[config.mk]
export PLATFORM = sky130hd
export DESIGN_NAME = request_unit
export DESIGN_NICKNAME = d
export VERILOG_FILES = /design/src/rtl/request_unit.sv
export SDC_FILE = /design/constraint.sdc
export NUM_CORES = 1
export LEC_CHECK = 0
export CELL_PAD_IN_SITES_DETAIL_PLACEMENT = 1
export CELL_PAD_IN_SITES_GLOBAL_PLACEMENT = 2
export CORE_MARGIN = 2
export CORE_UTILIZATION = 31
export DETAILED_ROUTE_END_ITERATION = 8
export HOLD_SLACK_MARGIN = 0.08
export PLACE_DENSITY_LB_ADDON = 0.25
export SLEW_MARGIN = 20
export SYNTH_ARGS = -nofsm -noshare
export SYNTH_HDL_FRONTEND = slang
export SYNTH_SLANG_ARGS = --single-unit
[constraint.sdc]
create_clock -name CLK -period 3.4 [get_ports CLK]
set_input_delay 0.68 -clock CLK [delete_from_list [all_inputs] [get_ports CLK]]
set_output_delay 0.68 -clock CLK [all_outputs]
set_load 0.005 [all_outputs]
[src/rtl/request_unit.sv]
// -----------------------------------------------------------------------------
// request_unit
//
// Purpose:
//   Sequences memory requests for a multicycle datapath. It watches decoded
//   control (dREN/dWEN/halt) and the memory hit returns (ihit/dhit), then
//   drives the registered instruction/data requests, a one-cycle PC-advance
//   pulse, a sticky halt flag and a retired-instruction counter.
//
// Ports:
//   CLK          in   system clock, rising edge
//   RST          in   synchronous active-high reset
//   iREN         in   fetch request from decode (fetch always happens in FETCH)
//   dREN         in   decoded instruction is a load
//   dWEN         in   decoded instruction is a store
//   halt         in   decoded instruction is HALT or an overflow trap
//   ihit         in   instruction memory returned data this cycle
//   dhit         in   data memory completed its access this cycle
//   imemREN      out  instruction read request (registered)
//   dmemREN      out  data read request (registered)
//   dmemWEN      out  data write request (registered)
//   pc_en        out  one-cycle PC advance / commit pulse (registered)
//   halt_out     out  sticky halted flag
//   instr_count  out  instructions retired since reset, wraps silently
//   err_timeout  out  watchdog fired (tied to 0 unless REQ_TIMEOUT_EN)
//
// Optional build macro:
//   REQ_TIMEOUT_EN - adds a wait-cycle watchdog that forces HALTED with
//                    err_timeout set when no hit arrives for TIMEOUT_CYCLES.
// -----------------------------------------------------------------------------
module request_unit #(
    parameter int CNT_W          = 32,
    parameter int TIMEOUT_CYCLES = 1024
) (
    input  logic             CLK,
    input  logic             RST,
    input  logic             iREN,
    input  logic             dREN,
    input  logic             dWEN,
    input  logic             halt,
    input  logic             ihit,
    input  logic             dhit,
    output logic             imemREN,
    output logic             dmemREN,
    output logic             dmemWEN,
    output logic             pc_en,
    output logic             halt_out,
    output logic [CNT_W-1:0] instr_count,
    output logic             err_timeout
);

    typedef enum logic [1:0] {
        FETCH  = 2'd0,
        DATA   = 2'd1,
        HALTED = 2'd2
    } state_t;

    localparam logic [CNT_W-1:0] CNT_ONE = {{(CNT_W-1){1'b0}}, 1'b1};

    state_t           state_q, state_d;
    logic             imem_ren_q, imem_ren_d;
    logic             dmem_ren_q, dmem_ren_d;
    logic             dmem_wen_q, dmem_wen_d;
    logic             pc_en_q, pc_en_d;
    logic             halt_q, halt_d;
    logic [CNT_W-1:0] count_q, count_d;
    logic             hit_accepted;

    // Fetch is unconditional in FETCH, so iREN carries no information here.
    logic unused_inputs;
    assign unused_inputs = iREN ^ (TIMEOUT_CYCLES == 0);

`ifdef REQ_TIMEOUT_EN
    localparam int               WAIT_W     = $clog2(TIMEOUT_CYCLES + 1);
    localparam logic [WAIT_W-1:0] WAIT_LIMIT = WAIT_W'(TIMEOUT_CYCLES);
    localparam logic [WAIT_W-1:0] WAIT_ONE   = WAIT_W'(1);

    logic [WAIT_W-1:0] wait_q, wait_d;
    logic              err_q, err_d;
    logic              timeout_fire;
`endif

    // A hit only counts when the current state is waiting for it. An ihit
    // while pc_en is high belongs to the previous PC and is discarded.
    always_comb begin
        hit_accepted = 1'b0;
        case (state_q)
            FETCH:   hit_accepted = ihit && !pc_en_q;
            DATA:    hit_accepted = dhit;
            default: hit_accepted = 1'b0;
        endcase
    end

`ifdef REQ_TIMEOUT_EN
    // The hit wins when it lands in the same cycle the limit is reached.
    assign timeout_fire = ((state_q == FETCH) || (state_q == DATA)) &&
                          !hit_accepted && (wait_q == WAIT_LIMIT);
`endif

    always_comb begin
        state_d    = state_q;
        imem_ren_d = imem_ren_q;
        dmem_ren_d = dmem_ren_q;
        dmem_wen_d = dmem_wen_q;
        pc_en_d    = 1'b0;
        halt_d     = halt_q;
        count_d    = count_q;

        case (state_q)
            FETCH: begin
                if (hit_accepted) begin
                    // halt beats memory ops; a store beats a load
                    if (halt) begin
                        state_d    = HALTED;
                        imem_ren_d = 1'b0;
                        halt_d     = 1'b1;
                    end else if (dWEN) begin
                        state_d    = DATA;
                        imem_ren_d = 1'b0;
                        dmem_wen_d = 1'b1;
                    end else if (dREN) begin
                        state_d    = DATA;
                        imem_ren_d = 1'b0;
                        dmem_ren_d = 1'b1;
                    end else begin
                        imem_ren_d = 1'b1;
                        pc_en_d    = 1'b1;
                        count_d    = count_q + CNT_ONE;
                    end
                end
            end
            DATA: begin
                if (hit_accepted) begin
                    state_d    = FETCH;
                    imem_ren_d = 1'b1;
                    dmem_ren_d = 1'b0;
                    dmem_wen_d = 1'b0;
                    pc_en_d    = 1'b1;
                    count_d    = count_q + CNT_ONE;
                end
            end
            default: begin
                state_d    = HALTED;
                imem_ren_d = 1'b0;
                dmem_ren_d = 1'b0;
                dmem_wen_d = 1'b0;
                halt_d     = 1'b1;
            end
        endcase

`ifdef REQ_TIMEOUT_EN
        err_d = err_q;
        if (timeout_fire) begin
            state_d    = HALTED;
            imem_ren_d = 1'b0;
            dmem_ren_d = 1'b0;
            dmem_wen_d = 1'b0;
            pc_en_d    = 1'b0;
            halt_d     = 1'b1;
            err_d      = 1'b1;
        end

        // The wait counter measures cycles since the last progress event.
        if ((state_d != state_q) || hit_accepted) begin
            wait_d = '0;
        end else if ((state_q == FETCH) || (state_q == DATA)) begin
            wait_d = wait_q + WAIT_ONE;
        end else begin
            wait_d = wait_q;
        end
`endif
    end

    always_ff @(posedge CLK) begin
        if (RST) begin
            state_q    <= FETCH;
            imem_ren_q <= 1'b1;
            dmem_ren_q <= 1'b0;
            dmem_wen_q <= 1'b0;
            pc_en_q    <= 1'b0;
            halt_q     <= 1'b0;
            count_q    <= '0;
`ifdef REQ_TIMEOUT_EN
            wait_q     <= '0;
            err_q      <= 1'b0;
`endif
        end else begin
            state_q    <= state_d;
            imem_ren_q <= imem_ren_d;
            dmem_ren_q <= dmem_ren_d;
            dmem_wen_q <= dmem_wen_d;
            pc_en_q    <= pc_en_d;
            halt_q     <= halt_d;
            count_q    <= count_d;
`ifdef REQ_TIMEOUT_EN
            wait_q     <= wait_d;
            err_q      <= err_d;
`endif
        end
    end

    assign imemREN     = imem_ren_q;
    assign dmemREN     = dmem_ren_q;
    assign dmemWEN     = dmem_wen_q;
    assign pc_en       = pc_en_q;
    assign halt_out    = halt_q;
    assign instr_count = count_q;

`ifdef REQ_TIMEOUT_EN
    assign err_timeout = err_q;
`else
    assign err_timeout = 1'b0;
`endif

endmodule

== After elaboration in Yosys (flattened, before gate mapping) ==
Index checks and enable logic that the tools add are counted.
Cells by class
  $add $sub $neg: 1
  eq/ne operators: 10
  multiplexer cells: 35
  bitwise logic cells: 1
  reductions and logical operators: 10
Operators by type and width (number)
  $mux W32: 5
  $pmux W32 S2: 1
  $add A32 B1 Y32 const B: 1
  $mux W1: 17
  $ne A2 B2 Y1 const B: 8
  $pmux W1 S2: 6
  $mux W2: 5
  $reduce_and A3 Y1: 2
  $reduce_and A6 Y1: 1
  $reduce_and A5 Y1: 1
  $ne A4 B4 Y1 const B: 1
  $pmux W2 S2: 1
  $reduce_and A4 Y1: 1
  $eq A2 B1 Y1 const B: 1
  $logic_not A2 Y1: 1
  $reduce_and A2 Y1: 1
  $reduce_bool A2 Y1: 1
  $logic_and A1 B1 Y1: 1
  $logic_not A1 Y1: 1
  $not A1 Y1: 1
Storage, ports and cells
  flip-flop bits (word level): 39
  bits of input ports: 8
  output and inout bits: 38

== Depth between registers and ports, before layout ==
Gate-level depths: netlist of run 1.
  depth after elaboration: 6
  mapped depth: 7
  gate-level depth less buffers: 5

== Least setup slack after synthesis of run 1 ==
OpenSTA, ideal clock, no wires.
  path type: input to register
  from: input port dWEN
  to: register count_q[31], in the netlist instr_count[31]
  setup time: 121 ps
  data arrival time: 1872 ps
  data required time: 3279 ps
  path slack: 1407 ps
  cell stages on the path: 5
  path buffers: 1
  cells stage by stage: nor3_2 o22ai_2 buf_2 nor4_1 mux2_2
Between the ends
  word-level cells in the longest chain between the ends: 2
Ends and longest elaborated chain
  start: declaration: line 39  | input logic dWEN,
  $ne A2 B2 Y1 (no source line)
  $reduce_and A6 Y1 (no source line)
  end signal: assignment: line 194  | count_q <= count_d;
  end: declaration: line 66  | logic [CNT_W-1:0] count_q, count_d;
No other way between the ends.
A chain may end at the register's enable or synchronous reset.

== Worst setup path after layout of run 1 ==
  from: input port dWEN
  to: register count_q[29], in the netlist instr_count[29]
The elaborated chain is that of the path after synthesis.

==> implementation parameters, run 1 <==
Parameter                              Value

Clock tree
  Skew-Pair Late Insertion Delay    290 ps
  Clk root buf    sky130_fd_sc_hd__clkbuf_8
  Number of post-CTS setup repair buffers    0
  Number of clock sinks    39
  CTS Buffer Depth    2
  CTS Buf Count    5
  Hold buffer count at CTS    0
  CTS H-tree lvls    2
  Clock-pin slew reported for the worst setup and hold paths after clock tree synthesis    80 ps
  CTS tree    built
  Cells resized by post-CTS repair    0

Layout
  Diodes inserted    0
  Commonest cells after routing, fill and taps aside    43 x sky130_fd_sc_hd__clkdlybuf4s50_1, 39 x sky130_fd_sc_hd__dfxtp_1, 28 x sky130_fd_sc_hd__a21oi_1
  Share of cells above drive strength 1    9.455%
  Nets    283
  Layout overhead on the synthesized area    27.90%
  Most common cell after layout, fill and taps aside    sky130_fd_sc_hd__clkdlybuf4s50_1

Power and ir drop
  Maximum ir drop on the vdd rail    0.1387 mV
  P_leak    0.0008533 µW
  Areal power density over the cells    362.5 nW/µm²

Outcome
  Result of the run    finished, final reports clean

STA
  Final clock period utilization by the worst path    73.63%
  Worst setup margin    896.7 ps
  Final count of hold timing violations    0
  Achievable Freq    399.5 MHz
  Setup violation total in the final timing report    0
  Final count of pins violating max slew    0
  Sum Neg Setup Slack    0 ps
  Final critical-path required period    2503 ps
  Clock skew    9.267 ps
  Unrepaired setup endpoints after global routing    no

Synthesis
  Top cell type by total area after synthesis    sky130_fd_sc_hd__dfxtp_1
  Warnings, synthesis    0
  Proportion of synthesized flip-flops having asynchronous set or reset    0%
  Syn_area_per_cell    8.481 µm²
  Proportion of netlist area held by the largest area contributor    38.52%
  Post-synth EDFFs    0
  Synth Net Count    248
  Cell types occupying the most area after synthesis    sky130_fd_sc_hd__dfxtp_1 39%, sky130_fd_sc_hd__a21oi_1 6.9%, sky130_fd_sc_hd__o31ai_1 5.6%, sky130_fd_sc_hd__or4_1 5.6%, sky130_fd_sc_hd__mux2_2 4.4%
  Seq cells post-synth    39
  Sequential share of the synthesized area    38.52%
  Synthesized netlist cell count    239
  Primary flip-flop cell chosen by synthesis mapping    sky130_fd_sc_hd__dfxtp_1
  Post-synth cell types    37
  Mapped Area    2027 µm²

Placement
  HPWL Detailed    3.676 mm
  Port Buffers    43
  Final estimated routing congestion in global placement    0.6796
  Setup slack after placement    563.8 ps

Global routing
  Pin count of the biggest net entering global routing    47
  Congestion Overflow GR    0
  Number of antenna violations at the first check in global routing    0
  Global router's overall resource usage    15.61%
  Number of global-route vias before repair    1937
  Busiest layer in global routing    met2
  Global-route met2 utilization    26.27%
  Global-route wire length before repair    9.259 mm
  Global routing usage on met3    3.502%
  Global routing met1 resource utilization    20.18%

Route
  Antenna-violating nets left    0
  Remaining routing DRC violations    0
  Vias per inst    5.608
  First-pass iteration count of the detailed router    4
  Routed WL per cell    15.20 µm
  Total vias in the final route    1974
  DRT Wirelength    5.349 mm
  Count of routing violations after the opening detailed-route iteration    64

Critical path
  Worst Path Arrival    2690 ps
  Start-to-end type of the worst setup path    input port to register
  Setup crit start kind    input port
  Maximum net fanout on the critical path    46
  Req. time, crit path    3580 ps
  Endpoint type of the worst setup path    register

Die
  Height of the chip    84.86 µm
  Number of standard-cell rows in the floorplan    29
  Die Outline Area    7201 µm²
  Core outline area    6350 µm²
  Initial cell density of the core    31.92%
  Ports    46
  Die Span X    84.86 µm

Hold path
  Path class of the lowest-slack min-delay path    register to register

Run
  Reported max-cap violation count    0
## state kept, by name (all words and copies together) (netlist names)
register / flops
dmemREN: 1
dmemWEN: 1
halt_out: 1
imemREN: 1
instr_count: 32
pc_en: 1
state_q: 2
## path summary, 6_finish.rpt
kind | cells past startpoint | to | slack (ps) | from
max | 6 | instr_count[29] | 900 | dWEN
min | 2 | dmemREN | 450 | dmemREN
max reg2reg | 5 | instr_count[29] | 1270 | state_q[0]
min reg2reg | 2 | dmemREN | 450 | dmemREN
## final cells by class
class,instances,area (µm²)
inverter,6,22.52
timing repair buffer,45,445.4
clock inverter,2,35.03
fill,751,3757
multi-input combinational,177,1130
sequential,39,780.7
tap,77,96.34
clock buffer,6,82.58
## routing by layer
metal	share of wire (%)	vias to the layer above	wire, µm
met5	0	-	0
li1	-	971	-
met4	1.1	0	57
met3	3.3	7	175
met1	49	968	2599
met2	47	28	2516
## metrics by stage
step | utilization [%] | hold WS, ps | total power, µW | area (µm²) | std cells
3_5_place_dp | 38.98 | 439.0 | 546.8 | 2475 | 344
6_report | 40.83 | 446.7 | 939.7 | 2592 | 352
5_1_grt | 40.83 | 479.8 | 987.5 | 2592 | 352
4_1_cts | 40.83 | 452.1 | 954.0 | 2592 | 352
2_1_floorplan | - | 439.1 | 521.3 | 2027 | 239
3_3_place_gp | 38.98 | 433.3 | 545.1 | 2475 | 344
## where the power goes
group          internal [µW]  total, µW  leakage [µW]  switching (µW)
logic                   28.8       63.6      0.000477            34.8
registers                463        471      0.000315            8.38
clock network            238        405     0.0000612             167
## logic make-up after synthesis
kind of cell | after synthesis | synth area share, %
AO/OA/AOI/OAI | 54 | 16.30
adder cells (fa/ha/maj) | 1 | 0.6172
XOR/XNOR | 1 | 0.4322
AND/OR/NAND/NOR | 111 | 33.27
buffers and inverters | 23 | 5.740
multiplexers | 9 | 4.938
flip-flops | 39 | 38.52
other | 1 | 0.1850
## worst max-delay path, cell delays in order
cell                              delay, ps
sky130_fd_sc_hd__clkdlybuf4s50_1        470
sky130_fd_sc_hd__nor3_2                 320
sky130_fd_sc_hd__o22ai_2                110
sky130_fd_sc_hd__buf_4                  270
sky130_fd_sc_hd__nor4_1                 440
sky130_fd_sc_hd__mux2_2                 380
## synthesized netlist by cell type (2+ instances only)
master and number:
sky130_fd_sc_hd__buf_6 2, sky130_fd_sc_hd__and4b_1 3, sky130_fd_sc_hd__nor2b_1 8, sky130_fd_sc_hd__buf_4 2, sky130_fd_sc_hd__and4_1 6, sky130_fd_sc_hd__clkbuf_1 3
sky130_fd_sc_hd__and3_1 2, sky130_fd_sc_hd__buf_1 4, sky130_fd_sc_hd__nand4_1 7, sky130_fd_sc_hd__nor3_1 3, sky130_fd_sc_hd__nand2_1 17, sky130_fd_sc_hd__o21ai_0 7
sky130_fd_sc_hd__buf_2 6, sky130_fd_sc_hd__nor2_1 14, sky130_fd_sc_hd__o31ai_1 15, sky130_fd_sc_hd__nor4_1 8, sky130_fd_sc_hd__a21oi_1 28, sky130_fd_sc_hd__nand4_2 2
sky130_fd_sc_hd__inv_1 6, sky130_fd_sc_hd__or4_1 15, sky130_fd_sc_hd__dfxtp_1 39, sky130_fd_sc_hd__mux2_2 8, sky130_fd_sc_hd__or3_1 8, sky130_fd_sc_hd__nand3_1 12
sky130_fd_sc_hd__and2_1 2
Power figures use the tool's default switching activity.
==> inputs of run 2 (changes only) <==
- CORE_UTILIZATION: 31 -> 29
- clock period: 3.4 -> 2.6 ns (I/O delays scaled with it)
==> implementation parameters, run 2 (synthesis results as in run 1) <==
Parameter                              Value

STA
  Worst slew margin relative to its limit    64.57%
  Final critical-path required period    2133 ps
  Sum Neg Setup Slack    0 ps (unchanged)
  Final count of hold timing violations    0 (unchanged)
  Final count of pins violating max slew    0 (unchanged)
  Unrepaired setup endpoints after global routing    no (unchanged)
  Final clock period utilization by the worst path    82.03%
  Clock skew    8.797 ps (was 9.267 ps)
  Setup violation total in the final timing report    0 (unchanged)
  Transition time of the tightest slew-check pin    531.4 ps
  Achievable Freq    468.9 MHz
  Worst hold margin    446.5 ps (was 446.7 ps)

Die
  Die Span X    87.61 µm (was 84.86 µm)
  Ports    46 (unchanged)
  Height of the chip    87.61 µm (was 84.86 µm)
  Number of standard-cell rows in the floorplan    30 (was 29)
  Die Outline Area    7675 µm² (was 7201 µm²)
  Core outline area    6794 µm² (was 6350 µm²)
  Initial cell density of the core    29.83% (was 31.92%)

Global routing
  Number of antenna violations at the first check in global routing    0 (unchanged)
  Pin count of the biggest net entering global routing    47 (unchanged)
  Congestion Overflow GR    0 (unchanged)
  Global-route wire length before repair    9.252 mm (was 9.259 mm)
  Global router's overall resource usage    15.10% (was 15.61%)
  Number of global-route vias before repair    1926 (was 1937)

Hold path
  Hold Path Depth    2 (unchanged)
  Path class of the lowest-slack min-delay path    register to register (unchanged)

Critical path
  Req. time, crit path    2790 ps (was 3580 ps)
  Maximum net fanout on the critical path    34 (was 46)
  Endpoint type of the worst setup path    register (unchanged)
  Cell chain of the critical path    clkdlybuf4s50_1 > nor3_2 > o22ai_2 > buf_12 > nor4_1 > mux2_2 (was clkdlybuf4s50_1 > nor3_2 > o22ai_2 > buf_4 > nor4_1 > mux2_2)
  Largest stage delay on the critical path    470 ps (about the same)
  Depth of the worst register-to-register path    4 (was 5)
  Start-to-end type of the worst setup path    input port to register (unchanged)
  Worst Path Arrival    2330 ps (was 2690 ps)
  Setup crit start kind    input port (unchanged)
  Cell at the slowest stage of the critical path    sky130_fd_sc_hd__clkdlybuf4s50_1 (unchanged)

Route
  Routed WL per cell    14.48 µm (was 15.20 µm)
  Vias per inst    5.214 (was 5.608)
  Remaining routing DRC violations    0 (unchanged)
  Count of routing violations after the opening detailed-route iteration    75 (was 64)
  Antenna-violating nets left    0 (unchanged)
  Total vias in the final route    1950 (was 1974)
  First-pass iteration count of the detailed router    4 (unchanged)
  DRT Wirelength    5.414 mm (was 5.349 mm)

Layout
  Diodes inserted    0 (unchanged)
  Number of inserted filler cells in the final layout    817 (was 751)
  Most common cell after layout, fill and taps aside    sky130_fd_sc_hd__clkdlybuf4s50_1 (unchanged)
  Layout overhead on the synthesized area    30.56% (was 27.90%)
  Share of cells above drive strength 1    10.07% (was 9.455%)
  Footprint of the flip-flops and latches    780.7 µm² (unchanged)
  Post-Layout Cell Count    374 (was 352)
  Commonest cells after routing, fill and taps aside    43 x sky130_fd_sc_hd__clkdlybuf4s50_1, 39 x sky130_fd_sc_hd__dfxtp_1, 28 x sky130_fd_sc_hd__a21oi_1 (unchanged)
  Area of combinational cells with multiple inputs    1130 µm² (unchanged)
  Nets    286 (was 283)
  Flip-flop count of the largest register, all copies and words added    32 (unchanged)

Clock tree
  Clock-pin slew reported for the worst setup and hold paths after clock tree synthesis    80 ps (about the same)
  Number of clock sinks    39 (unchanged)
  Clk root buf    sky130_fd_sc_hd__clkbuf_8 (unchanged)
  Cells resized by post-CTS repair    0 (unchanged)
  CTS Buf Count    5 (unchanged)
  CTS Buffer Depth    2 (unchanged)
  CTS tree    built (unchanged)
  Skew-Pair Late Insertion Delay    300 ps (was 290 ps)
  Number of post-CTS setup repair buffers    0 (unchanged)
  Hold buffer count at CTS    0 (unchanged)
  CTS H-tree lvls    2 (unchanged)

Power and ir drop
  P_leak    0.0008695 µW (was 0.0008533 µW)
  Areal power density over the cells    443.0 nW/µm² (was 362.5 nW/µm²)
  Maximum ir drop on the vdd rail    0.1743 mV (was 0.1387 mV)
  Post-layout total power    1172 µW (was 939.7 µW)

Placement
  Port Buffers    43 (unchanged)
  HPWL Detailed    3.709 mm (was 3.676 mm)
  Placed Cells incl. Taps    366 (was 344)
  Final estimated routing congestion in global placement    0.7307 (was 0.6796)

Run
  Reported max-cap violation count    0 (unchanged)

Outcome
  Result of the run    finished, final reports clean (unchanged)
[run 2: metrics by stage]
step | area (µm²) | util (%) | setup slack (ps)
after floorplan | 2027 | - | 767.4
after global placement | 2546 | 37.48 | 128.9
after detailed placement | 2546 | 37.48 | 142.1
after CTS | 2646 | 38.95 | 463.8
after global routing | 2646 | 38.95 | 318.4
final | 2646 | 38.95 | 467.3
[run 2: per-layer routing]
metal	part of all wire [%]	global-route usage, %	up-vias
met4	1.2	4.196	0
met3	2.8	3.299	5
met5	0	0	-
li1	-	-	975
met1	50	20.22	947
met2	46	24.59	23
[run 2: where the power goes]
group / switching (µW) / leakage [µW] / total, µW / internal (µW)
combinational: 48.8 / 0.000503 / 93.4 / 44.6
clock: 222 / 0.0000515 / 465 / 243
sequential: 8.83 / 0.000315 / 614 / 605
total: 280 / 0.000870 / 1170 / 892
[run 2: critical path: cells and delay by family]
family,cells,cell delay (ps)
simple gates,2,630
mux,1,370
compound gates,1,140
buf+inv,2,660
[run 2: area by class of cell]
cell class / instances / area share [%]
Tap cell: 96 / 4.539
Timing Repair Buffer: 48 / 18.63
Inverter: 6 / 0.8511
Sequential cell: 39 / 29.50
Multi-Input combinational cell: 177 / 42.69
Clock buffer: 8 / 3.783
[run 2: final timing paths]
path / slack (ps) / from / to
worst min-delay path: 450 / dmemREN / dmemREN
worst max-delay path: 470 / dWEN / instr_count[27]
worst min register to register: 450 / dmemREN / dmemREN
worst max register to register: 660 / instr_count[2] / instr_count[27]
==> inputs of run 3 (changes only) <==
- CORE_UTILIZATION: 29 -> 26
- clock period: 2.6 -> 1.9 ns (I/O delays scaled with it)
==> implementation parameters, run 3 (synthesis results as in run 1) <==
Parameter                              Value

Global routing
  Pin count of the biggest net entering global routing    38 (was 47)
  Number of antenna violations at the first check in global routing    0 (unchanged)
  Congestion Overflow GR    0 (unchanged)
  Global-route met2 utilization    26.23% (was 24.59%)
  Number of global-route vias before repair    2167 (was 1926)
  Global routing usage on met3    3.173% (was 3.299%)
  Global-route wire length before repair    10.71 mm (was 9.252 mm)
  Busiest layer in global routing    met2 (unchanged)
  Global routing met1 resource utilization    20.45% (was 20.22%)
  Global router's overall resource usage    15.66% (was 15.10%)

Die
  Height of the chip    92.30 µm (was 87.61 µm)
  Number of standard-cell rows in the floorplan    32 (was 30)
  Initial cell density of the core    26.51% (was 29.83%)
  Die Outline Area    8518 µm² (was 7675 µm²)
  Die Span X    92.30 µm (was 87.61 µm)
  Ports    46 (unchanged)
  Core outline area    7647 µm² (was 6794 µm²)

Hold path
  Path class of the lowest-slack min-delay path    register to register (unchanged)
  Hold Path Depth    2 (unchanged)
  Startpoint of the worst hold path    halt_out (was dmemREN)

Clock tree
  CTS H-tree lvls    2 (unchanged)
  Hold buffer count at CTS    0 (unchanged)
  Number of clock sinks    39 (unchanged)
  Skew-Pair Late Insertion Delay    300 ps (about the same)
  Clock-pin slew reported for the worst setup and hold paths after clock tree synthesis    80 ps (about the same)
  Clk root buf    sky130_fd_sc_hd__clkbuf_8 (unchanged)
  CTS Buf Count    5 (unchanged)
  CTS Buffer Depth    2 (unchanged)
  CTS tree    built (unchanged)

Route
  Total vias in the final route    2154 (was 1950)
  Remaining routing DRC violations    0 (unchanged)
  Antenna-violating nets left    0 (unchanged)
  Count of routing violations after the opening detailed-route iteration    34 (was 75)
  First-pass iteration count of the detailed router    4 (unchanged)
  DRT Wirelength    6.384 mm (was 5.414 mm)
  Routed WL per cell    14.92 µm (was 14.48 µm)
  Vias per inst    5.033 (was 5.214)

STA
  Setup violation total in the final timing report    0 (unchanged)
  Unrepaired setup endpoints after global routing    no (unchanged)
  Final count of pins violating max slew    0 (unchanged)
  Worst setup margin    73.17 ps (was 467.3 ps)
  Final critical-path required period    1827 ps
  Achievable Freq    547.4 MHz
  Clock skew    2.825 ps (was 8.797 ps)
  Final clock period utilization by the worst path    96.15%
  Final count of hold timing violations    0 (unchanged)

Critical path
  Critical path startpoint    instr_count[16] (was dWEN)
  Endpoint type of the worst setup path    register (unchanged)
  Setup crit start kind    register (was input port)
  R2r endpoint    instr_count[31] (was instr_count[27])
  Cell chain of the critical path    and4_1 > nand4_1 > nor4_2 > buf_4 > mux2_2 (was clkdlybuf4s50_1 > nor3_2 > o22ai_2 > buf_12 > nor4_1 > mux2_2)
  Worst Path Arrival    2020 ps (was 2330 ps)
  Maximum net fanout on the critical path    6 (was 34)
  Largest stage delay on the critical path    440 ps (was 470 ps)
  Startpoint of the most critical register-to-register path    instr_count[16] (was instr_count[2])
  R2r setup slk    70 ps (was 660 ps)
  Req. time, crit path    2090 ps (was 2790 ps)
  Capture point of the worst path    instr_count[31] (was instr_count[27])
  Start-to-end type of the worst setup path    register to register (was input port to register)
  Depth of the worst register-to-register path    5 (was 4)
  Cell at the slowest stage of the critical path    sky130_fd_sc_hd__dfxtp_1 (was sky130_fd_sc_hd__clkdlybuf4s50_1)

Placement
  HPWL Detailed    4.479 mm (was 3.709 mm)
  Final estimated routing congestion in global placement    0.7425 (was 0.7307)
  Placed Area    2869 µm² (was 2546 µm²)
  Setup slack after placement    -501.3 ps (was 142.1 ps)
  Port Buffers    43 (unchanged)

Power and ir drop
  Relative contribution of sequential cells to total power    52.5% (was 52.4%)
  Total net switching power    411.0 µW (was 279.9 µW)
  Maximum ir drop on the vdd rail    0.2322 mV (was 0.1743 mV)
  Logic pwr share    11.8% (was 8.0%)
  Areal power density over the cells    493.3 nW/µm² (was 443.0 nW/µm²)
  Clock power frac    35.6% (was 39.6%)
  P_leak    0.001281 µW (was 0.0008695 µW)
  Internal power contribution    1183 µW (was 892.4 µW)
  Net switching share of the total power    25.79% (was 23.88%)

Outcome
  Result of the run    finished, final reports clean (unchanged)

Layout
  Diodes inserted    0 (unchanged)
  Number of inserted filler cells in the final layout    907 (was 817)
  Final Cell Area    3231 µm² (was 2646 µm²)
  Most common cell after layout, fill and taps aside    sky130_fd_sc_hd__buf_4 (was sky130_fd_sc_hd__clkdlybuf4s50_1)
  Nets    334 (was 286)
  Commonest cells after routing, fill and taps aside    47 x sky130_fd_sc_hd__buf_4, 38 x sky130_fd_sc_hd__clkdlybuf4s50_1, 37 x sky130_fd_sc_hd__dfxtp_1 (was 43 x sky130_fd_sc_hd__clkdlybuf4s50_1, 39 x sky130_fd_sc_hd__dfxtp_1, 28 x sky130_fd_sc_hd__a21oi_1)
  Fin util    42.24% (was 38.95%)
  Layout overhead on the synthesized area    59.38% (was 30.56%)
  Flip-flop count of the largest register, all copies and words added    32 (unchanged)
  Share of cells above drive strength 1    30.37% (was 10.07%)

Run
  Reported max-cap violation count    0 (unchanged)
==> run 3: cell types whose count changed in the layout (fill, tap and decap cells not counted), moves of 3 or more <==
cell / change
sky130_fd_sc_hd__buf_4: +44
sky130_fd_sc_hd__nor4_1: -8
sky130_fd_sc_hd__nor4_4: +6
sky130_fd_sc_hd__clkdlybuf4s50_1: -5
sky130_fd_sc_hd__dlygate4sd2_1: +4
sky130_fd_sc_hd__clkinv_2: +3
==> run 3: how the worst min path moves through the flow <==
| stage | end | slack (ps) |
|---|---|---|
| 6_report | halt_out | 450 |
| 5_1_grt | halt_out | 480 |
| 4_1_cts | halt_out | 450 |
| 3_5_place_dp | halt_out | 440 |
| 3_3_place_gp | dmemREN | 440 |
| 2_1_floorplan | dmemREN | 440 |
==> run 3: layer usage <==
metal,vias to the layer above,routed length [µm],part of all wire (%)
li1,1066,-,-
met1,1055,3080,48
met2,28,3083,48
met3,5,159,2.5
met4,0,61,0.96
met5,-,0,0
==> run 3: metrics by stage <==
step | hold slack [ps] | power [µW] | TNS, ps | std cells
2_1_floorplan | 439.1 | 932.9 | 0 | 239
3_3_place_gp | 435.4 | 1010 | -8512 | 414
3_5_place_dp | 436.8 | 1013 | -8944 | 414
4_1_cts | 449.7 | 1611 | 0 | 427
5_1_grt | 481.8 | 1667 | 0 | 428
6_report | 445.1 | 1594 | 0 | 428
==> run 3: repair_timing <==
| action | CTS | global route |
|---|---|---|
| cloned | 2 | 0 |
| endpoints found under the setup margin | 18 | 18 |
| resized for setup | 29 | 14 |
| setup buffers | 3 | 1 |
| pin swaps | 9 | 3 |
==> run 3: layout make-up <==
type / instances / area, µm² / area share [%]
clock buffer: 5 / 68.82 / 2.130
clock inverter: 3 / 15.01 / 0.4648
inverter: 6 / 22.52 / 0.6971
multi-input combinational: 177 / 1301 / 40.28
sequential: 39 / 783.3 / 24.24
tap: 102 / 127.6 / 3.950
timing repair buffer: 96 / 912.1 / 28.23
==> run 3: critical path: cells and delay by family (launching register included) <==
kind                   cells  cell delay, ps
AND/OR/NAND/NOR            3             810
multiplexers               1             310
buffers and inverters      1             160
flip-flops                 1             440
==> run 3: power by group through the flow <==
| stage | registers (µW) | logic, µW | clock network [µW] |
|---|---|---|---|
| after floorplan | 855 | 77.6 | 0 |
| after global placement | 856 | 154 | 0 |
| after detailed placement | 856 | 157 | 0 |
| after CTS | 837 | 192 | 582 |
| after global routing | 839 | 208 | 620 |
| final | 837 | 189 | 568 |
